<file path="src/rtl/bcd_display_pkg.sv">
// Shared constants, helpers and converter state encoding for the scanned BCD display.
// Segment bit order is [0]=a ... [6]=g, active-high before any polarity inversion.
package bcd_display_pkg;

    localparam logic [6:0] SEG_0 = 7'h3F;
    localparam logic [6:0] SEG_1 = 7'h06;
    localparam logic [6:0] SEG_2 = 7'h5B;
    localparam logic [6:0] SEG_3 = 7'h4F;
    localparam logic [6:0] SEG_4 = 7'h66;
    localparam logic [6:0] SEG_5 = 7'h6D;
    localparam logic [6:0] SEG_6 = 7'h7D;
    localparam logic [6:0] SEG_7 = 7'h07;
    localparam logic [6:0] SEG_8 = 7'h7F;
    localparam logic [6:0] SEG_9 = 7'h6F;

    typedef enum logic [1:0] {
        CONV_IDLE   = 2'd0,
        CONV_SHIFT  = 2'd1,
        CONV_COMMIT = 2'd2
    } conv_state_t;

    // Decimal digits of 2^width-1, i.e. floor(width*log10(2))+1; 2^width is never a power of ten.
    function automatic int bcd_nibbles(input int width);
        return ((width * 30103) / 100000) + 1;
    endfunction

    function automatic logic [6:0] seg_pattern(input logic [3:0] digit);
        logic [6:0] pat;
        case (digit)
            4'd0:    pat = SEG_0;
            4'd1:    pat = SEG_1;
            4'd2:    pat = SEG_2;
            4'd3:    pat = SEG_3;
            4'd4:    pat = SEG_4;
            4'd5:    pat = SEG_5;
            4'd6:    pat = SEG_6;
            4'd7:    pat = SEG_7;
            4'd8:    pat = SEG_8;
            4'd9:    pat = SEG_9;
            default: pat = 7'h00;
        endcase
        return pat;
    endfunction

endpackage

</file>
<file path="src/rtl/bcd_serial.sv">
// Sequential double-dabble converter: WIDTH shift cycles, then a commit cycle.
// bcd and done are registered on the edge that finishes the last shift.
module bcd_serial
    import bcd_display_pkg::*;
#(
    parameter int WIDTH  = 8,
    parameter int DIGITS = 3
) (
    input  logic                  hwclk,
    input  logic                  rst,
    input  logic [WIDTH-1:0]      value,
    input  logic                  load,
    output logic                  busy,
    output logic                  done,
    output logic [4*DIGITS-1:0]   bcd
);

    localparam int BW = 4 * DIGITS;
    localparam int CW = $clog2(WIDTH + 1);
    localparam logic [CW-1:0] LAST_ITER = CW'(WIDTH - 1);

    conv_state_t          state_r;
    conv_state_t          state_nxt_s;
    logic [BW-1:0]        scratch_r;
    logic [WIDTH-1:0]     shift_r;
    logic [CW-1:0]        count_r;
    logic [BW-1:0]        adjusted_s;
    logic [BW+WIDTH-1:0]  shifted_s;

    function automatic logic [BW-1:0] add3(input logic [BW-1:0] s);
        logic [BW-1:0] r;
        r = s;
        for (int i = 0; i < DIGITS; i++) begin
            if (s[4*i +: 4] >= 4'd5) begin
                r[4*i +: 4] = s[4*i +: 4] + 4'd3;
            end else begin
                r[4*i +: 4] = s[4*i +: 4];
            end
        end
        return r;
    endfunction

    assign adjusted_s = add3(scratch_r);
    assign shifted_s  = {adjusted_s, shift_r} << 1;

    // Converter state register.
    always_ff @(posedge hwclk) begin
        if (rst) begin
            state_r <= CONV_IDLE;
        end else begin
            state_r <= state_nxt_s;
        end
    end

    // Next-state logic; a load outside IDLE is simply dropped.
    always_comb begin
        state_nxt_s = state_r;
        case (state_r)
            CONV_IDLE: begin
                if (load) begin
                    state_nxt_s = CONV_SHIFT;
                end else begin
                    state_nxt_s = CONV_IDLE;
                end
            end
            CONV_SHIFT: begin
                if (count_r == LAST_ITER) begin
                    state_nxt_s = CONV_COMMIT;
                end else begin
                    state_nxt_s = CONV_SHIFT;
                end
            end
            CONV_COMMIT: state_nxt_s = CONV_IDLE;
            default:     state_nxt_s = CONV_IDLE;
        endcase
    end

    // Datapath and registered status outputs.
    always_ff @(posedge hwclk) begin
        if (rst) begin
            scratch_r <= '0;
            shift_r   <= '0;
            count_r   <= '0;
            busy      <= 1'b0;
            done      <= 1'b0;
            bcd       <= '0;
        end else begin
            done <= 1'b0;
            case (state_r)
                CONV_IDLE: begin
                    if (load) begin
                        shift_r   <= value;
                        scratch_r <= '0;
                        count_r   <= '0;
                        busy      <= 1'b1;
                    end else begin
                        busy <= 1'b0;
                    end
                end
                CONV_SHIFT: begin
                    scratch_r <= shifted_s[BW+WIDTH-1 -: BW];
                    shift_r   <= shifted_s[WIDTH-1:0];
                    count_r   <= count_r + 1'b1;
                    if (count_r == LAST_ITER) begin
                        bcd  <= shifted_s[BW+WIDTH-1 -: BW];
                        done <= 1'b1;
                        busy <= 1'b0;
                    end else begin
                        busy <= 1'b1;
                    end
                end
                CONV_COMMIT: busy <= 1'b0;
                default:     busy <= 1'b0;
            endcase
        end
    end

endmodule

</file>
<file path="src/rtl/bcd_scan_display.sv">
// Binary-to-BCD conversion feeding a multiplexed 7-segment display with
// programmable scan rate, leading-zero blanking and a dark guard cycle per slot.
module bcd_scan_display
    import bcd_display_pkg::*;
#(
    parameter int WIDTH          = 8,
    parameter int DIGITS         = 3,
    parameter int SCAN_DIV       = 600,
    parameter int BLANK_LZ       = 1,
    parameter int SEG_ACTIVE_LOW = 0,
    parameter int EN_ACTIVE_LOW  = 0
) (
    input  logic                  hwclk,
    input  logic                  rst,
    input  logic [WIDTH-1:0]      value,
    input  logic                  load,
    output logic                  busy,
    output logic                  done,
    output logic [4*DIGITS-1:0]   bcd,
    output logic [6:0]            segments,
    output logic                  dp,
    output logic [DIGITS-1:0]     enable
);

    localparam int IDX_W = (DIGITS > 1) ? $clog2(DIGITS) : 1;
    localparam int DIV_W = $clog2(SCAN_DIV);
    localparam logic [IDX_W-1:0]  LAST_IDX = IDX_W'(DIGITS - 1);
    localparam logic [DIV_W-1:0]  TICK     = DIV_W'(SCAN_DIV - 1);
    localparam logic [6:0]        SEG_OFF  = (SEG_ACTIVE_LOW != 0) ? 7'h7F : 7'h00;
    localparam logic              DP_OFF   = (SEG_ACTIVE_LOW != 0) ? 1'b1 : 1'b0;
    localparam logic [DIGITS-1:0] EN_OFF   = (EN_ACTIVE_LOW != 0) ? {DIGITS{1'b1}} : {DIGITS{1'b0}};

    if (WIDTH < 1) begin : g_bad_width
        $error("bcd_scan_display: WIDTH must be at least 1");
    end
    if (DIGITS < bcd_nibbles(WIDTH)) begin : g_bad_digits
        $error("bcd_scan_display: DIGITS too small for WIDTH");
    end
    if (SCAN_DIV < 2) begin : g_bad_div
        $error("bcd_scan_display: SCAN_DIV must be at least 2");
    end

    logic [DIV_W-1:0]  div_r;
    logic [IDX_W-1:0]  index_r;
    logic [DIGITS-1:0] zero_above_s;
    logic [3:0]        digit_s;
    logic              blank_s;
    logic [DIGITS-1:0] onehot_s;

    bcd_serial #(
        .WIDTH  (WIDTH),
        .DIGITS (DIGITS)
    ) u_conv (
        .hwclk (hwclk),
        .rst   (rst),
        .value (value),
        .load  (load),
        .busy  (busy),
        .done  (done),
        .bcd   (bcd)
    );

    // zero_above_s[i]: digits i..DIGITS-1 of the committed value are all zero.
    always_comb begin
        logic run;
        run          = 1'b1;
        zero_above_s = '0;
        for (int i = DIGITS - 1; i >= 0; i--) begin
            run             = run && (bcd[4*i +: 4] == 4'd0);
            zero_above_s[i] = run;
        end
    end

    assign digit_s  = bcd[index_r*4 +: 4];
    assign blank_s  = (BLANK_LZ != 0) && (index_r != '0) && zero_above_s[index_r];
    assign onehot_s = DIGITS'(1'b1) << index_r;

    // Scan divider, slot index and registered display outputs.
    always_ff @(posedge hwclk) begin
        if (rst) begin
            div_r    <= '0;
            index_r  <= LAST_IDX;
            enable   <= EN_OFF;
            segments <= SEG_OFF;
            dp       <= DP_OFF;
        end else begin
            dp <= DP_OFF;
            if (div_r == TICK) begin
                div_r    <= '0;
                enable   <= EN_OFF;
                segments <= SEG_OFF;
                if (index_r == '0) begin
                    index_r <= LAST_IDX;
                end else begin
                    index_r <= index_r - 1'b1;
                end
            end else begin
                div_r <= div_r + 1'b1;
                if (blank_s) begin
                    enable   <= EN_OFF;
                    segments <= SEG_OFF;
                end else begin
                    enable   <= onehot_s ^ EN_OFF;
                    segments <= seg_pattern(digit_s) ^ SEG_OFF;
                end
            end
        end
    end

endmodule

</file>
<file path="config.mk">
export PLATFORM = sky130hd
export DESIGN_NAME = bcd_scan_display
export DESIGN_NICKNAME = d
export VERILOG_FILES = /design/src/rtl/bcd_display_pkg.sv /design/src/rtl/bcd_serial.sv /design/src/rtl/bcd_scan_display.sv
export SDC_FILE = /design/constraint.sdc
export NUM_CORES = 1
export LEC_CHECK = 0
export ABC_AREA = 1
export CORE_MARGIN = 2
export CORE_UTILIZATION = 42
export DETAILED_ROUTE_END_ITERATION = 6
export DONT_BUFFER_PORTS = 1
export GPL_ROUTABILITY_DRIVEN = 0
export PLACE_DENSITY_LB_ADDON = 0.08
export SLEW_MARGIN = 20
export SYNTH_ARGS = -nofsm -noshare
export SYNTH_HDL_FRONTEND = slang
export SYNTH_HIERARCHICAL = 1
export SYNTH_SLANG_ARGS = --single-unit
</file>
<file path="constraint.sdc">
create_clock -name hwclk -period 4.65 [get_ports hwclk]
set_clock_uncertainty 0.2 [all_clocks]
set_input_delay 0.93 -clock hwclk [delete_from_list [all_inputs] [get_ports hwclk]]
set_output_delay 0.93 -clock hwclk [all_outputs]
set_load 0.01 [all_outputs]
</file>
[Word-level counts from Yosys, hierarchy flattened]
Memory sizes are Yosys's and may differ from the RTL's. A register that Yosys moved wholly into a read port is not among the register bits.
Cells that the tools add are included.
Storage, ports and cells
  memory bits (read-only): 112
  register bits after elaboration: 55
  memories: 1
  word-level logic and storage cells: 62
  output and inout port bits: 25
Memories
  (name not given): depth 16, bits a word 7, rd ports 1, clocked after Yosys merged registers in 1, wr ports 0, RTL line bcd_display_pkg.sv:29  | case (digit)
Operators by class
  bitwise operators: 1
  reductions and logical operators: 15
  equal/unequal tests: 4
  multiplexer cells: 19
  order comparisons: 4
  shifts and indexed selects: 2
  add/sub/neg operators: 6
Operator list (number)
  12-bit one-hot mux with 2 select lines: 1
  8-bit one-hot mux with 2 select lines: 1
  4-bit by 3-bit greater-or-equal comparator with 1-bit output, second input constant: 3
  4-bit zero test: 3
  12-bit 2-to-1 mux: 1
  4-bit 2-to-1 mux: 3
  12-bit by 5-bit variable part select with 4-bit output: 1
  10-bit by 1-bit adder with 10-bit output, second input constant: 1
  10-bit == test, second input constant: 1
  4-bit by 2-bit adder with 4-bit output, second input constant: 2
  8-bit 2-to-1 mux: 1
  4-bit one-hot mux with 2 select lines: 1
  1-bit 2-to-1 mux: 5
  4-bit by 1-bit adder with 4-bit output, second input constant: 1
  4-bit by 3-bit == test with 1-bit output, second input constant: 1
  2-bit zero test: 2
  2-bit 2-to-1 mux: 2
  2-bit one-hot mux with 2 select lines: 1
  2-bit AND reduction: 2
  2-bit nonzero test: 2
  2-bit OR reduction: 2
  3-bit by 2-bit adder with 3-bit output, second input constant: 1
  1-bit logical AND: 3
  2-bit by 3-bit < comparator with 1-bit output, second input constant: 1
  9 further kinds: 9

[Logic depth before layout (Yosys ltp)]
  word-level depth: 7
  depth in mapped cells: 12

[Hierarchy]
The synthesis kept the hierarchy.
By module, submodules not included
  bcd_serial: instances 1, area each 1863.0 um^2, cells each 271
  bcd_scan_display: instances 1, area each 1208.7 um^2, cells each 165

[Least setup slack after synthesis]
Ideal clock, no wire load.
  path kind: input to register
  start point: input port rst
  end point: register u_conv.count_r[3]
  buffers on the path: 2
  library setup time: 0.070 ns
  path slack: 2.788 ns
  data arrival time: 1.592 ns
  cell stages on the path: 5
  required time: 4.380 ns
  cell sequence: buf_2 > inv_1 > clkbuf_1 > nand2_1 > a21oi_1
RTL lines
  start, declared: RTL line bcd_scan_display.sv:14  | input logic rst,
  end signal, assigned: RTL line bcd_serial.sv:103  | count_r <= count_r + 1'b1;
  end, declared: RTL line bcd_serial.sv:26  | logic [CW-1:0] count_r;

[Final worst setup path]
  start point: register u_conv.count_r[0]
  end point: register u_conv.bcd[11]
On the way
  word-level cells in the longest chain between the ends: 2
Ends and longest elaborated chain
  4-bit by 3-bit == test with 1-bit output: RTL line bcd_serial.sv:104  | if (count_r == LAST_ITER) begin
  2-bit AND reduction (no source line)
  end signal, assigned: RTL line bcd_serial.sv:105  | bcd <= shifted_s[BW+WIDTH-1 -: BW];
  end, declared: RTL line bcd_serial.sv:15  | output logic [4*DIGITS-1:0] bcd
Every way passes these cells.
A chain may end at the register's enable or synchronous reset.

==> results.sh <==
export IMPL_drv_slew=0
export IMPL_post_cts_resized=0
export IMPL_slowest_stage="nor3_4"
export IMPL_grt_overflow=0
export IMPL_synth_cell_type_count=34
export IMPL_ys_warnings_count=6
export IMPL_boundaryPins=36
export IMPL_r2r_cells=7
export IMPL_route_met3_wl_um=311
export IMPL_cp_end_kind="register"
export IMPL_fmax_ghz=0.507
export IMPL_synthTopCellsByArea="dfxtp_1 40%, nand2_1 17%, ha_1 6.5%"
export IMPL_critPathKind="register to register"
export IMPL_routedWlPerCell_um=11.4
export IMPL_setup_viol=0
export IMPL_r2r_slack_ns=2.68
export IMPL_avgSynthCellArea_sq_um=7.05
export IMPL_pre_cts_ws_ns=2.47
export IMPL_fp_dieW_um=89.5
export IMPL_synth_compound_gate_area_share_pct=8.55
export IMPL_core_area_sq_um=7180
export IMPL_run_status="complete, no violations"
export IMPL_async_reset_ff_share_pct=0
export IMPL_first_pass_iters=4
export IMPL_drt_total_wl_um=6180
export IMPL_cpMostUsedCell="nand2_1"
export IMPL_ant_nets=0
export IMPL_drc=0
export IMPL_leakagePower_nw=1.49
export IMPL_initial_core_util_pct=42.8
export IMPL_fillers=751
export IMPL_die_area_sq_um=8010
export IMPL_grt_pass1_wl_um=10600
export IMPL_vias=2584
export IMPL_postCtsHoldBufs=0
export IMPL_drt_iter0_markers=59
export IMPL_area_delta_synth_final_pct=7.78
export IMPL_grt_pass1_vias=2397
export IMPL_layout_setup_ws_ns=2.68
export IMPL_synth_seq_area_share_pct=39.8
export IMPL_setup_worst_path_start_class="register"
export IMPL_crit_cells=7
export IMPL_wl_met2_um=2810
export IMPL_rsz0062_at_grt="false"
export IMPL_grtUsageTotal_pct=17.0
export IMPL_final_min_clock_period_ns=1.97
export IMPL_synth_top_area_share_pct=39.8
export IMPL_syn_area_sq_um=3070
export IMPL_yosys_most_used_dff="dfxtp_1"
export IMPL_tns_ns=0
export IMPL_crit_buf_inv=1
export IMPL_cts_buffers=9
export IMPL_slew_headroom_pct=54.4
export IMPL_powerDensity_nw_per_um2=302
export IMPL_htreeDepth=3
export IMPL_maxCapViolCount=0
export IMPL_cts_reportedPaths_clkPinSlew_ns=0.07
export IMPL_antenna_found_initial=0
export IMPL_synth_area_mux_share_pct=0.978
export IMPL_rows=31
export IMPL_cts_tree="yes"
export IMPL_place_hpwl_um=4410
export IMPL_hp_start="div_r[0]$_SDFF_PP0_"
export IMPL_synth_edff_count=0
export IMPL_hold_violations=0
export IMPL_highest_layer="met4"
export IMPL_placedInstanceArea_sq_um=3130
export IMPL_synth_simple_area_share_pct=33.8
export IMPL_synth_top_family_by_area="simple AND/OR/NAND/NOR gates"
export IMPL_path_cells="ha_1 -> nand2_2 -> nor3_4 -> nand2_1 -> inv_1 -> nand2_1 -> nand2_1"
export IMPL_worstPathArrival_ns=2.04
export IMPL_synth_nets=463
export IMPL_wl_met1_um=2930
export IMPL_p_total_mw=0.999
export IMPL_timing_final_crit_share_pct=42.4
export IMPL_peakVddDrop_mv=0.134
export IMPL_worst_hold_path_endpoint="div_r[0]$_SDFF_PP0_"
export IMPL_rr_endpoint="u_conv/bcd[11]$_SDFFE_PP0P_"
export IMPL_die_h_um=89.5
export IMPL_cts_sinks=61
export IMPL_yosys_area_top_type="dfxtp_1"
export IMPL_worst_r2r_startpoint="u_conv/count_r[0]$_SDFFE_PP0P_"
export IMPL_cts_buffer_depth=2
export IMPL_hold_path_class="register to register"
export IMPL_ys_seq_elements=61
export IMPL_antenna_cells=0
export IMPL_post_route_util_pct=46.1
export IMPL_cp_slowest_stage_delay_ns=0.58
export IMPL_required_ns=4.72
export IMPL_holdPathStages=1
export IMPL_viasPerCell=4.78
export IMPL_port_buffers=0
export IMPL_clock_latency_ns=0.33
export IMPL_crit_family="simple AND/OR/NAND/NOR gates"
export IMPL_drive_gt1_share_pct=8.82
export IMPL_final_cell_area_sq_um=3310
export IMPL_synth_xor_area_share_pct=1.14
export IMPL_cts_root_buf="clkbuf_8"
export IMPL_postCtsSetupBuffers=0
export IMPL_tightest_slew_ns=0.681
export IMPL_synthAdderAreaFrac_pct=6.52
export IMPL_cp_max_fo=18
export IMPL_grt_max_degree=30
export IMPL_synthCells=436
export IMPL_nNetsFinal=464
-- report_power, final --
| part | leakage [nW] | internal [mW] | total (mW) | switching (mW) |
|---|---|---|---|---|
| registers | 0.494 | 0.531 | 0.537 | 0.00582 |
| clock network | 0.0921 | 0.220 | 0.426 | 0.206 |
| logic | 0.900 | 0.00993 | 0.0354 | 0.0255 |
| total | 1.49 | 0.761 | 0.999 | 0.238 |
-- kinds of logic after synthesis --
group / after synthesis
DFF: 61
buffers and inverters: 67
adders and majority gates: 16
AOI/OAI and AO/OA: 46
xor gates and xnor gates: 4
other: 1
muxes: 3
and+or+nand+nor: 238
-- worst max path at each step --
stage / slack (ns) / endpoint / from
after floorplan: 2.79 / u_conv/count_r[3]$_SDFFE_PP0P_ / rst
final: 2.68 / u_conv/bcd[11]$_SDFFE_PP0P_ / u_conv/count_r[0]$_SDFFE_PP0P_
after global placement: 2.50 / u_conv/shift_r[3]$_SDFFE_PP0P_ / load
after detailed placement: 2.47 / u_conv/shift_r[3]$_SDFFE_PP0P_ / load
after CTS: 2.64 / u_conv/bcd[11]$_SDFFE_PP0P_ / u_conv/count_r[0]$_SDFFE_PP0P_
after global routing: 2.45 / u_conv/bcd[11]$_SDFFE_PP0P_ / u_conv/count_r[0]$_SDFFE_PP0P_
-- registers in the layout (all words and copies together), names as in the netlist --
register and count:
index_r 2, u_conv/shift_r 8, div_r 10, u_conv/scratch_r 12
enable 3, u_conv/state_r 2, u_conv/count_r 4, u_conv/bcd 12
segments 7, u_conv/done 1
-- through the flow --
step,cells,hold WS [ns]
final,541,0.252
after global routing,541,0.281
after CTS,541,0.255
after detailed placement,525,0.245
after global placement,525,0.235
after floorplan,436,0.218
-- routing by layer --
| metal | vias up | global-route usage (%) |
|---|---|---|
| li1 | 1374 | - |
| met1 | 1160 | 20.7 |
| met2 | 39 | 27.7 |
| met3 | 11 | 4.52 |
| met4 | 0 | 8.41 |
| met5 | - | 0 |
-- synthesized netlist by cell type (all sizes together), types with 2 or more instances --
cell	instances
nand3	34
nor3	5
nand3b	2
nand4	7
xor2	3
inv	57
mux2i	3
clkbuf	2
buf	8
ha	16
nor2	38
nand2	149
dfxtp	61
o21ai	11
a21oi	32
-- cell type report --
class	count	area (sq um)	area share, %
clock buffers	12	155	4.69
clock inverters	4	22.5	0.680
inverters	57	219	6.61
multi-input cells	308	1570	47.4
flip-flops and latches	61	1220	36.9
well taps	99	124	3.74
-- cells in the final DEF, fill, tap and decap left out, types with 3 or more instances in the layout --
cell type and n:
ha_1 16, nor2_2 4, dfxtp_1 61, nand4_1 7, nand2_2 8, mux2i_1 3
xor2_1 3, inv_1 53, nor3_1 4, clkinv_2 3, a21oi_1 30, nand3_1 33
nand2_1 140, clkbuf_8 11, nor2_1 34, o21ai_0 10
Note: power is estimated with default switching activity, not from simulation.
